<file path="config.mk">
export PLATFORM = sky130hd
export DESIGN_NAME = march_bist_ctrl_flat
export DESIGN_NICKNAME = d
export VERILOG_FILES = /design/src/rtl/march_bist_ctrl_if.sv /design/src/rtl/march_bist_ctrl.sv /design/src/flat_wrapper.sv
export SDC_FILE = /design/constraint.sdc
export NUM_CORES = 1
export LEC_CHECK = 0
export CAP_MARGIN = 30
export CORE_ASPECT_RATIO = 1.75
export CORE_MARGIN = 5
export CORE_UTILIZATION = 35
export CTS_CLUSTER_DIAMETER = 30
export DETAILED_ROUTE_END_ITERATION = 10
export PLACE_DENSITY = 0.59
export SLEW_MARGIN = 20
export SYNTH_ARGS = -nofsm -noshare
export SYNTH_HDL_FRONTEND = slang
export SYNTH_SLANG_ARGS = --single-unit
</file>
<file path="constraint.sdc">
create_clock -name clk -period 4 [get_ports clk]
set_clock_uncertainty 0.2 [all_clocks]
set_input_delay 0.4 -clock clk [delete_from_list [all_inputs] [get_ports clk]]
set_output_delay 0.4 -clock clk [all_outputs]
set_load 0.03 [all_outputs]
</file>
<file path="src/rtl/march_bist_ctrl_if.sv">
// Bus between the March C- BIST controller, its 256x4 SRAM and the host.
// The controller side uses the master modport.
interface march_bist_ctrl_if #(
  parameter int ADDR_W = 8,
  parameter int DATA_W = 4,
  parameter int CNT_W  = 8
);
  logic              start;
  logic [ADDR_W-1:0] sram_addr;
  logic              sram_we;
  logic [DATA_W-1:0] sram_din;
  logic [DATA_W-1:0] sram_dout;
  logic              busy;
  logic              done;
  logic              fail;
  logic [ADDR_W-1:0] fail_addr;
  logic [DATA_W-1:0] fail_exp;
  logic [DATA_W-1:0] fail_got;
  logic [2:0]        fail_elem;
  logic [CNT_W-1:0]  fail_count;

  modport master (
    input  start, sram_dout,
    output sram_addr, sram_we, sram_din, busy, done, fail,
           fail_addr, fail_exp, fail_got, fail_elem, fail_count
  );

  modport slave (
    output start, sram_dout,
    input  sram_addr, sram_we, sram_din, busy, done, fail,
           fail_addr, fail_exp, fail_got, fail_elem, fail_count
  );
endinterface

</file>
<file path="src/rtl/march_bist_ctrl.sv">
// March C- BIST controller for a single-port SRAM with 1-cycle read latency.
// Sequences M0..M5, compares read data one cycle later and records the first failure.
module march_bist_ctrl #(
  parameter int ADDR_W = 8,
  parameter int DATA_W = 4,
  parameter int CNT_W  = 8
) (
  input logic               clk,
  input logic               rst_n,
  march_bist_ctrl_if.master bus
);

  typedef enum logic [3:0] {
    S_M0    = 4'd0,
    S_M1    = 4'd1,
    S_M2    = 4'd2,
    S_M3    = 4'd3,
    S_M4    = 4'd4,
    S_M5    = 4'd5,
    S_FLUSH = 4'd6,
    S_DONE  = 4'd7,
    S_IDLE  = 4'd8
  } state_t;

  localparam logic [ADDR_W-1:0] ADDR_ZERO = {ADDR_W{1'b0}};
  localparam logic [ADDR_W-1:0] ADDR_MAX  = {ADDR_W{1'b1}};
  localparam logic [ADDR_W-1:0] ADDR_ONE  = {{(ADDR_W-1){1'b0}}, 1'b1};
  localparam logic [DATA_W-1:0] DATA_ZERO = {DATA_W{1'b0}};
  localparam logic [DATA_W-1:0] DATA_ONES = {DATA_W{1'b1}};
  localparam logic [CNT_W-1:0]  CNT_ZERO  = {CNT_W{1'b0}};
  localparam logic [CNT_W-1:0]  CNT_MAX   = {CNT_W{1'b1}};
  localparam logic [CNT_W-1:0]  CNT_ONE   = {{(CNT_W-1){1'b0}}, 1'b1};

  function automatic logic is_march(input state_t s);
    case (s)
      S_M0, S_M1, S_M2, S_M3, S_M4, S_M5: return 1'b1;
      default:                            return 1'b0;
    endcase
  endfunction

  function automatic logic two_op(input state_t s);
    case (s)
      S_M1, S_M2, S_M3, S_M4: return 1'b1;
      default:                return 1'b0;
    endcase
  endfunction

  function automatic logic is_down(input state_t s);
    case (s)
      S_M3, S_M4: return 1'b1;
      default:    return 1'b0;
    endcase
  endfunction

  // Background written by the element (w1 in M1 and M3)
  function automatic logic wr_ones(input state_t s);
    case (s)
      S_M1, S_M3: return 1'b1;
      default:    return 1'b0;
    endcase
  endfunction

  function automatic logic rd_ones(input state_t s);
    case (s)
      S_M2, S_M4: return 1'b1;
      default:    return 1'b0;
    endcase
  endfunction

  function automatic state_t next_elem(input state_t s);
    case (s)
      S_M0:    return S_M1;
      S_M1:    return S_M2;
      S_M2:    return S_M3;
      S_M3:    return S_M4;
      S_M4:    return S_M5;
      S_M5:    return S_FLUSH;
      default: return S_IDLE;
    endcase
  endfunction

  // Phase 1 of a two-op element is its write; M0 is write-only, M5 read-only
  function automatic logic is_write(input state_t s, input logic phase);
    return is_march(s) && ((s == S_M0) || (two_op(s) && phase));
  endfunction

  state_t            state_r, state_nx_s;
  logic [ADDR_W-1:0] addr_r, addr_nx_s, elem_end_s;
  logic              phase_r, phase_nx_s;
  logic              start_go_s;

  logic              we_nx_s, busy_nx_s, rd_s, mismatch_s;
  logic [DATA_W-1:0] din_nx_s, rd_exp_s;
  logic [ADDR_W-1:0] addr_out_nx_s;

  logic [ADDR_W-1:0] sram_addr_r;
  logic              sram_we_r;
  logic [DATA_W-1:0] sram_din_r;
  logic              busy_r, done_r;

  logic              chk_v_r;
  logic [DATA_W-1:0] chk_exp_r;
  logic [ADDR_W-1:0] chk_addr_r;
  logic [2:0]        chk_elem_r;

  logic              fail_r;
  logic [ADDR_W-1:0] fail_addr_r;
  logic [DATA_W-1:0] fail_exp_r, fail_got_r;
  logic [2:0]        fail_elem_r;
  logic [CNT_W-1:0]  fail_count_r;

  // State, address and phase registers
  always_ff @(posedge clk or negedge rst_n) begin
    if (!rst_n) begin
      state_r <= S_IDLE;
      addr_r  <= ADDR_ZERO;
      phase_r <= 1'b0;
    end else begin
      state_r <= state_nx_s;
      addr_r  <= addr_nx_s;
      phase_r <= phase_nx_s;
    end
  end

  // Next-state: element sequencing, read/write phase and address stepping
  always_comb begin
    state_nx_s = state_r;
    addr_nx_s  = addr_r;
    phase_nx_s = phase_r;
    start_go_s = 1'b0;
    elem_end_s = is_down(state_r) ? ADDR_ZERO : ADDR_MAX;
    case (state_r)
      S_IDLE, S_DONE: begin
        if (bus.start) begin
          start_go_s = 1'b1;
          state_nx_s = S_M0;
          addr_nx_s  = ADDR_ZERO;
          phase_nx_s = 1'b0;
        end else begin
          state_nx_s = state_r;
        end
      end
      S_M0, S_M1, S_M2, S_M3, S_M4, S_M5: begin
        if (two_op(state_r) && !phase_r) begin
          phase_nx_s = 1'b1;
        end else begin
          phase_nx_s = 1'b0;
          if (addr_r == elem_end_s) begin
            state_nx_s = next_elem(state_r);
            addr_nx_s  = is_down(next_elem(state_r)) ? ADDR_MAX : ADDR_ZERO;
          end else if (is_down(state_r)) begin
            addr_nx_s = addr_r - ADDR_ONE;
          end else begin
            addr_nx_s = addr_r + ADDR_ONE;
          end
        end
      end
      S_FLUSH: state_nx_s = S_DONE;
      default: state_nx_s = S_IDLE;
    endcase
  end

  // Output decode: next SRAM command from the next state, plus compare inputs
  always_comb begin
    we_nx_s       = is_write(state_nx_s, phase_nx_s);
    din_nx_s      = (we_nx_s && wr_ones(state_nx_s)) ? DATA_ONES : DATA_ZERO;
    addr_out_nx_s = is_march(state_nx_s) ? addr_nx_s : ADDR_ZERO;
    busy_nx_s     = is_march(state_nx_s) || (state_nx_s == S_FLUSH);
    rd_s          = is_march(state_r) && !is_write(state_r, phase_r);
    rd_exp_s      = rd_ones(state_r) ? DATA_ONES : DATA_ZERO;
    mismatch_s    = chk_v_r && (bus.sram_dout != chk_exp_r);
  end

  // Registered SRAM command and status outputs
  always_ff @(posedge clk or negedge rst_n) begin
    if (!rst_n) begin
      sram_addr_r <= ADDR_ZERO;
      sram_we_r   <= 1'b0;
      sram_din_r  <= DATA_ZERO;
      busy_r      <= 1'b0;
      done_r      <= 1'b0;
    end else begin
      sram_addr_r <= addr_out_nx_s;
      sram_we_r   <= we_nx_s;
      sram_din_r  <= din_nx_s;
      busy_r      <= busy_nx_s;
      done_r      <= (state_nx_s == S_DONE);
    end
  end

  // Compare pipeline: remembers what the read just issued should return
  always_ff @(posedge clk or negedge rst_n) begin
    if (!rst_n) begin
      chk_v_r    <= 1'b0;
      chk_exp_r  <= DATA_ZERO;
      chk_addr_r <= ADDR_ZERO;
      chk_elem_r <= 3'd0;
    end else begin
      chk_v_r    <= rd_s;
      chk_exp_r  <= rd_exp_s;
      chk_addr_r <= addr_r;
      chk_elem_r <= state_r[2:0];
    end
  end

  // Result registers: first-failure capture and saturating mismatch count
  always_ff @(posedge clk or negedge rst_n) begin
    if (!rst_n) begin
      fail_r       <= 1'b0;
      fail_addr_r  <= ADDR_ZERO;
      fail_exp_r   <= DATA_ZERO;
      fail_got_r   <= DATA_ZERO;
      fail_elem_r  <= 3'd0;
      fail_count_r <= CNT_ZERO;
    end else if (start_go_s) begin
      fail_r       <= 1'b0;
      fail_addr_r  <= ADDR_ZERO;
      fail_exp_r   <= DATA_ZERO;
      fail_got_r   <= DATA_ZERO;
      fail_elem_r  <= 3'd0;
      fail_count_r <= CNT_ZERO;
    end else if (mismatch_s) begin
      fail_r <= 1'b1;
      if (!fail_r) begin
        fail_addr_r <= chk_addr_r;
        fail_exp_r  <= chk_exp_r;
        fail_got_r  <= bus.sram_dout;
        fail_elem_r <= chk_elem_r;
      end else begin
        fail_addr_r <= fail_addr_r;
      end
      if (fail_count_r != CNT_MAX) begin
        fail_count_r <= fail_count_r + CNT_ONE;
      end else begin
        fail_count_r <= fail_count_r;
      end
    end else begin
      fail_r <= fail_r;
    end
  end

  assign bus.sram_addr  = sram_addr_r;
  assign bus.sram_we    = sram_we_r;
  assign bus.sram_din   = sram_din_r;
  assign bus.busy       = busy_r;
  assign bus.done       = done_r;
  assign bus.fail       = fail_r;
  assign bus.fail_addr  = fail_addr_r;
  assign bus.fail_exp   = fail_exp_r;
  assign bus.fail_got   = fail_got_r;
  assign bus.fail_elem  = fail_elem_r;
  assign bus.fail_count = fail_count_r;

endmodule
</file>
<file path="src/flat_wrapper.sv">
// flat-port wrapper written by rule: the top's interface ports become plain ports
module march_bist_ctrl_flat 
#(
  parameter int ADDR_W = 8,
  parameter int DATA_W = 4,
  parameter int CNT_W  = 8
)
  (clk, rst_n, bus_start, bus_sram_dout, bus_sram_addr, bus_sram_we, bus_sram_din, bus_busy, bus_done, bus_fail, bus_fail_addr, bus_fail_exp, bus_fail_got, bus_fail_elem, bus_fail_count);
  march_bist_ctrl_if #(.ADDR_W(ADDR_W), .DATA_W(DATA_W), .CNT_W(CNT_W)) bus_i ();
  input logic clk;
  input logic rst_n;
  input wire logic [$bits(bus_i.start)-1:0] bus_start;
  input wire logic [$bits(bus_i.sram_dout)-1:0] bus_sram_dout;
  output wire logic [$bits(bus_i.sram_addr)-1:0] bus_sram_addr;
  output wire logic [$bits(bus_i.sram_we)-1:0] bus_sram_we;
  output wire logic [$bits(bus_i.sram_din)-1:0] bus_sram_din;
  output wire logic [$bits(bus_i.busy)-1:0] bus_busy;
  output wire logic [$bits(bus_i.done)-1:0] bus_done;
  output wire logic [$bits(bus_i.fail)-1:0] bus_fail;
  output wire logic [$bits(bus_i.fail_addr)-1:0] bus_fail_addr;
  output wire logic [$bits(bus_i.fail_exp)-1:0] bus_fail_exp;
  output wire logic [$bits(bus_i.fail_got)-1:0] bus_fail_got;
  output wire logic [$bits(bus_i.fail_elem)-1:0] bus_fail_elem;
  output wire logic [$bits(bus_i.fail_count)-1:0] bus_fail_count;
  assign bus_i.start = bus_start;
  assign bus_i.sram_dout = bus_sram_dout;
  assign bus_sram_addr = bus_i.sram_addr;
  assign bus_sram_we = bus_i.sram_we;
  assign bus_sram_din = bus_i.sram_din;
  assign bus_busy = bus_i.busy;
  assign bus_done = bus_i.done;
  assign bus_fail = bus_i.fail;
  assign bus_fail_addr = bus_i.fail_addr;
  assign bus_fail_exp = bus_i.fail_exp;
  assign bus_fail_got = bus_i.fail_got;
  assign bus_fail_elem = bus_i.fail_elem;
  assign bus_fail_count = bus_i.fail_count;
  march_bist_ctrl #(.ADDR_W(ADDR_W), .DATA_W(DATA_W), .CNT_W(CNT_W)) u_core (.clk(clk), .rst_n(rst_n), .bus(bus_i));
endmodule
</file>
==> results of run 1 <==
-- per-layer routing --
layer / global-route usage [%] / routed length, microns / up-vias / share of wire (%)
met5: 0 / 0 / - / 0
met4: 8.04 / 243 / 0 / 3.2
met2: 25.7 / 4180 / 76 / 55
met3: 2.45 / 285 / 16 / 3.7
met1: 15.5 / 2920 / 1222 / 38
li1: - / - / 1231 / -
-- cell families after synthesis --
group                      share of synthesized area, %
AOI/OAI and AO/OA                                  17.0
xor gates and xnor gates                           2.75
adders and majority gates                          3.38
buffers and inverters                              4.95
DFF                                                49.5
muxes                                              5.03
and+or+nand+nor                                    17.4
-- sequential cells by signal, summed over array words and instances, names as in the netlist --
signal                 count
u_core.chk_exp_r           1
u_core.bus.done            1
u_core.phase_r             1
u_core.bus.fail_elem       3
u_core.bus.fail_addr       8
u_core.bus.fail            1
u_core.chk_v_r             1
u_core.bus.busy            1
u_core.bus.fail_got        4
u_core.bus.sram_we         1
u_core.state_r             4
u_core.addr_r              8
u_core.chk_elem_r          3
u_core.bus.sram_addr       8
u_core.chk_addr_r          8
u_core.bus.fail_count      8
u_core.bus.sram_din        1
u_core.bus.fail_exp        1
-- power breakdown --
group | switching, mW | internal, mW | leakage (nW)
clock network | 0.281 | 0.610 | 0.170
logic | 0.782 | 0.535 | 0.811
registers | 0.173 | 0.867 | 0.790
-- worst paths after layout --
kind / startpoint / endpoint / slack [ns]
max: u_core.state_r[1] / u_core.addr_r[7] / 0.47
max reg2reg: u_core.state_r[1] / u_core.addr_r[7] / 0.47
min reg2reg: u_core.addr_r[2] / u_core.chk_addr_r[2] / 0.23
max in group asynchronous: rst_n / u_core.state_r[3] / 2.50
min: u_core.addr_r[2] / u_core.chk_addr_r[2] / 0.23
min in group asynchronous: rst_n / u_core.bus.fail_got[3] / 0.25
-- cell type report --
cell class | count | area, sq um | area share, %
timing repair buffer | 55 | 549 | 13.3
clock buffer | 9 | 225 | 5.46
inverter | 12 | 45.0 | 1.09
clock inverter | 7 | 121 | 2.94
sequential | 63 | 1580 | 38.3
tap | 120 | 150 | 3.64
multi-input combinational | 227 | 1450 | 35.3
-- placed cells by master (no fill, tap or decap), drive strengths merged, types with 2 or more instances in the layout --
cell           Yosys  routed
dfrtp             62      62
nor3               7       7
a31oi              4       4
a21oi             24      24
nor4b              2       2
nand2             28      28
a221oi             2       2
o31a               2       2
nand4              6       6
clkdlybuf4s50      0      48
mux2i             16      16
ha                 7       7
xnor2              5       5
o21a               5       5
nor3b              2       2
xor2               5       5
and3               3       3
nand3             12      12
buf               14       6
clkbuf             4       9
inv               12      12
a21o               7       7
nor2b              3       3
a211oi             2       2
clkinv             0       4
bufinv             0       3
nor2              39      39
and4               3       3
o21ai             24      24
-- synth_stat cells, drive strengths merged, types with 2 or more instances --
master | instances | area share (%)
nand4 | 6 | 1.2
o31a | 2 | 0.55
mux2i | 16 | 5.0
o21a | 5 | 1.2
clkbuf | 4 | 0.51
a31oi | 4 | 1.3
a21oi | 24 | 4.0
buf | 14 | 3.0
dfrtp | 62 | 49
a211oi | 2 | 0.47
and4 | 3 | 0.82
ha | 7 | 2.7
nor4b | 2 | 0.55
a21o | 7 | 1.6
nor3b | 2 | 0.47
nor3 | 7 | 1.1
nor2b | 3 | 0.59
nand3 | 12 | 1.9
xor2 | 5 | 1.4
and3 | 3 | 0.75
o21ai | 24 | 4.1
nor2 | 39 | 4.8
inv | 12 | 1.4
nand2 | 28 | 3.5
xnor2 | 5 | 1.4
a221oi | 2 | 0.55
-- worst max-delay path: cells and delay by family (launching register included) --
kind                     cells  cell delay [ns]
AND/OR/NAND/NOR              4             1.01
adder cells (fa/ha/maj)      1             0.38
AO/OA/AOI/OAI                4             1.13
flip-flops                   1             0.70
-- per-stage QoR --
stage          power [mW]  cell area (sq um)
2_1_floorplan        1.89               3190
3_3_place_gp         2.35               3730
3_5_place_dp         2.37               3750
4_1_cts              3.28               4090
5_1_grt              3.43               4120
6_report             3.25               4120
-- repair_timing --
item | 4_1_cts | 5_1_grt
endpoints found under the hold margin | 0 | 28
endpoints found under the setup margin | 0 | 0
hold buffers | 0 | 1
==> results.cfg, run 1 <==
[drt]
routed_wl_microns = 7620
drt-initial-drc-count = 210
ant_nets = 0
drcViolationCount = 0
drtPass1Iterations = 4
routed_via_density = 5.16
vias = 2545
wl_per_cell_microns = 15.5

[synthesis]
syn-cell-area_sq_um = 3190
synth_seq_cells = 63
ys_seq_area_share_pct = 49.5
synth_warnings = 0
synthesis.instances = 320
synth_nets = 335
async_flop_share_pct = 100
synth_edf_count = 0
synthDistinctLibCells = 57
ys.flop_type = dfrtp_1
postSynthAreaPerCell_sq_um = 9.95

[cts]
clkTransAtPathRegs_ns = 0.05
tritoncts = built
postCtsSetupBuffers = 0
clock_latency_ns = 0.32
clockRootBuffer = clkbuf_16
cts_inserted_buffers = 9
clockBufferDepth = 2
cts-htree-levels = 3
cts.repair.resized = 0
cts.sink_count = 63

[layout]
fill_cells = 881
syn_to_final_growth_pct = 29.4
post-route-util_pct = 45.9
final_cells = 493
n_antenna_cell = 0
drive_gt1_share_pct = 9.92
layout.nets = 383

[sta]
whs_ns = 0.227
setup_viol = 0
fin_setup_tns_ns = 0
slew_violations = 0
layout_setup_ws_ns = 0.471
finalHoldViolations = 0
fmax_mhz = 283
worst_pin_slew_ns = 0.565
finalCriticalPeriod_ns = 3.53
period_share_pct = 88.2
slew_headroom_pct = 62.3
rsz0062_at_grt = no

[flow_run]
maxCapViolCount = 0

[setup_path]
r2r_cells = 9
worst_path_max_delay_cell = dfrtp_1
startpoint_type = flip-flop
cp_data_required_time_ns = 4.01
crit_arrival_ns = 3.54
worstSetupEndpointType = flip-flop
crit_type = flip-flop to flip-flop
path_cells = nand3b_1 -> a21oi_2 -> ha_1 -> and3_4 -> a221o_1 -> a31oi_4 -> or4b_1 -> o21ai_1 -> nor3_1
cp_max_fo = 18
slowest_delay_ns = 0.70

[floorplanning]
ios = 50
fp-row-count = 46
dieHeight_microns = 136
die_area_sq_um = 11200
start_util_pct = 35.5
die_x_microns = 82.1
core_region_area_sq_um = 8980

[global_route]
overflow = 0
grt_pass1_wl_microns = 12200
grt_usage_pct = 14.4
antenna_found_initial = 0
grt_max_degree = 42
grt_pass1_vias = 2463

[worst_hold_path]
min_path_cells = 0
hold_class = flip-flop to flip-flop

[status]
status = finished, final reports clean

[placement]
dp_cells = 475
portBuffers = 49
place_hpwl_microns = 5640
gp_congestion = 0.931
pre_cts_ws_ns = 0.528

[pwr]
ir_drop_uv = 305
p_leak_nw = 1.77
power_density_nw_per_um2 = 788
Note: power is estimated with default switching activity, not from simulation.
==> inputs of run 2 (changes only) <==
==> constraint.sdc (replaced) <==
create_clock -name clk -period 4 [get_ports clk]
set_clock_uncertainty 0.2 [all_clocks]
set_input_delay 1 -clock clk [delete_from_list [all_inputs] [get_ports clk]]
set_output_delay 1 -clock clk [all_outputs]
set_load 0.03 [all_outputs]
==> results.cfg, run 2 (synthesis results as in run 1) <==
[drt]
wl_per_cell_microns = 15.6
routed_via_density = 5.17
ant_nets = 0
drt-initial-drc-count = 158
drtPass1Iterations = 4
drcViolationCount = 0
routed_wl_microns = 7710
vias = 2552

[sta]
fmax_mhz = 285
finalCriticalPeriod_ns = 3.50
rsz0062_at_grt = no
period_share_pct = 87.6
worst_pin_slew_ns = 0.774
slew_violations = 0
setup_viol = 0
slew_headroom_pct = 48.4
finalHoldViolations = 0
fin_setup_tns_ns = 0
whs_ns = 0.250

[floorplanning]
die_area_sq_um = 11200
core_region_area_sq_um = 8980
fp-row-count = 46
die_x_microns = 82.1
ios = 50
dieHeight_microns = 136
start_util_pct = 35.5

[layout]
layout.nets = 384
finalInstanceArea_sq_um = 4060
layout_commonest_cell = dfrtp_1
syn_to_final_growth_pct = 27.5
fill_cells = 888
n_antenna_cell = 0
layout_common_cells = dfrtp_1 (62), clkdlybuf4s50_1 (48), nor2_1 (36)
drive_gt1_share_pct = 10.2

[setup_path]
crit_type = flip-flop to flip-flop
crit_arrival_ns = 3.51
r2r_cells = 10
cp_max_fo = 19
startpoint_type = flip-flop
worstSetupEndpointType = flip-flop
cp_data_required_time_ns = 4.00

[placement]
portBuffers = 49
placed_cell_area_sq_um = 3760
place_hpwl_microns = 5850
gp_congestion = 0.884

[pwr]
power_switching_mw = 1.21
ir_drop_uv = 300
switching_share_pct = 39.1
finalPower_mw = 3.09
p_clk_share_pct = 23.8
p_seq_share_pct = 34.1
internal_power_mw = 1.88
combinationalPowerShare_pct = 42.0
power_density_nw_per_um2 = 760
p_leak_nw = 1.75

[cts]
cts.repair.resized = 0
cts_hold_buf = 0
clkTransAtPathRegs_ns = 0.05
cts-htree-levels = 3
clockRootBuffer = clkbuf_16
clockBufferDepth = 2
cts.sink_count = 63
postCtsSetupBuffers = 0
tritoncts = built
clock_latency_ns = 0.32
cts_inserted_buffers = 9

[global_route]
overflow = 0
grt_usage_pct = 15.0
grt_pass1_wl_microns = 12800
grt_max_degree = 35
antenna_found_initial = 0
grt_pass1_vias = 2629

[worst_hold_path]
hold_class = flip-flop to flip-flop
min_path_cells = 0

[status]
status = finished, final reports clean

[flow_run]
maxCapViolCount = 0
run 2: changes by cell type in the layout (fill, tap and decap cells not counted), sizes merged:
cell,previous run,this run
bufinv,3,0
clkinvlp,0,1
buf,6,8
clkinv,4,1
clkbuf,9,14
dlygate4sd3,1,0
run 2: power groups by stage:
stage	Clock, mW	Combinational (mW)	Sequential (mW)
floorplan	0	0.641	1.25
global placement	0	1.29	1.06
detailed placement	0	1.31	1.06
CTS	0.758	1.31	1.05
global route	0.789	1.41	1.09
finish	0.736	1.30	1.05
run 2: cell type report:
class / count / area (sq um) / area share, %
Clock buffer: 14 / 284 / 6.99
Clock inverter: 2 / 12.5 / 0.308
Inverter: 12 / 45.0 / 1.11
Multi-Input combinational cell: 227 / 1450 / 35.8
Sequential cell: 63 / 1580 / 38.8
Tap cell: 120 / 150 / 3.70
Timing Repair Buffer: 56 / 538 / 13.2
run 2: worst max-delay path: stages (launching register included):
cell     delay (ns)
dfrtp_1        0.59
nor2_2         0.29
nand2_1        0.10
a21oi_2        0.39
ha_1           0.38
and3_4         0.24
a221o_1        0.38
a31oi_4        0.21
or4b_1         0.45
o21ai_1        0.10
nor3_1         0.07
run 2: worst paths after layout:
path                       slack, ns                        to              start
min                             0.25      u_core.chk_addr_r[6]   u_core.addr_r[6]
max                             0.50          u_core.addr_r[7]  u_core.state_r[0]
max in group asynchronous       2.26         u_core.state_r[3]              rst_n
min in group asynchronous       0.55  u_core.bus.fail_count[5]              rst_n
min reg2reg                     0.25      u_core.chk_addr_r[6]   u_core.addr_r[6]
max reg2reg                     0.50          u_core.addr_r[7]  u_core.state_r[0]
run 2: metrics by stage:
stage,utilization [%],setup slack (ns),instances
after floorplan,-,0.949,320
after global placement,41.9,0.599,478
after detailed placement,41.9,0.529,478
after CTS,45.2,0.509,494
after global routing,45.2,0.301,494
final,45.2,0.496,494
run 2: per-layer routing:
metal / up-vias / routed length, microns / track usage [%]
met3: 26 / 263 / 2.79
met4: 0 / 363 / 9.98
met5: - / 0 / 0
met2: 71 / 4160 / 25.7
li1: 1228 / - / -
met1: 1227 / 2930 / 16.3
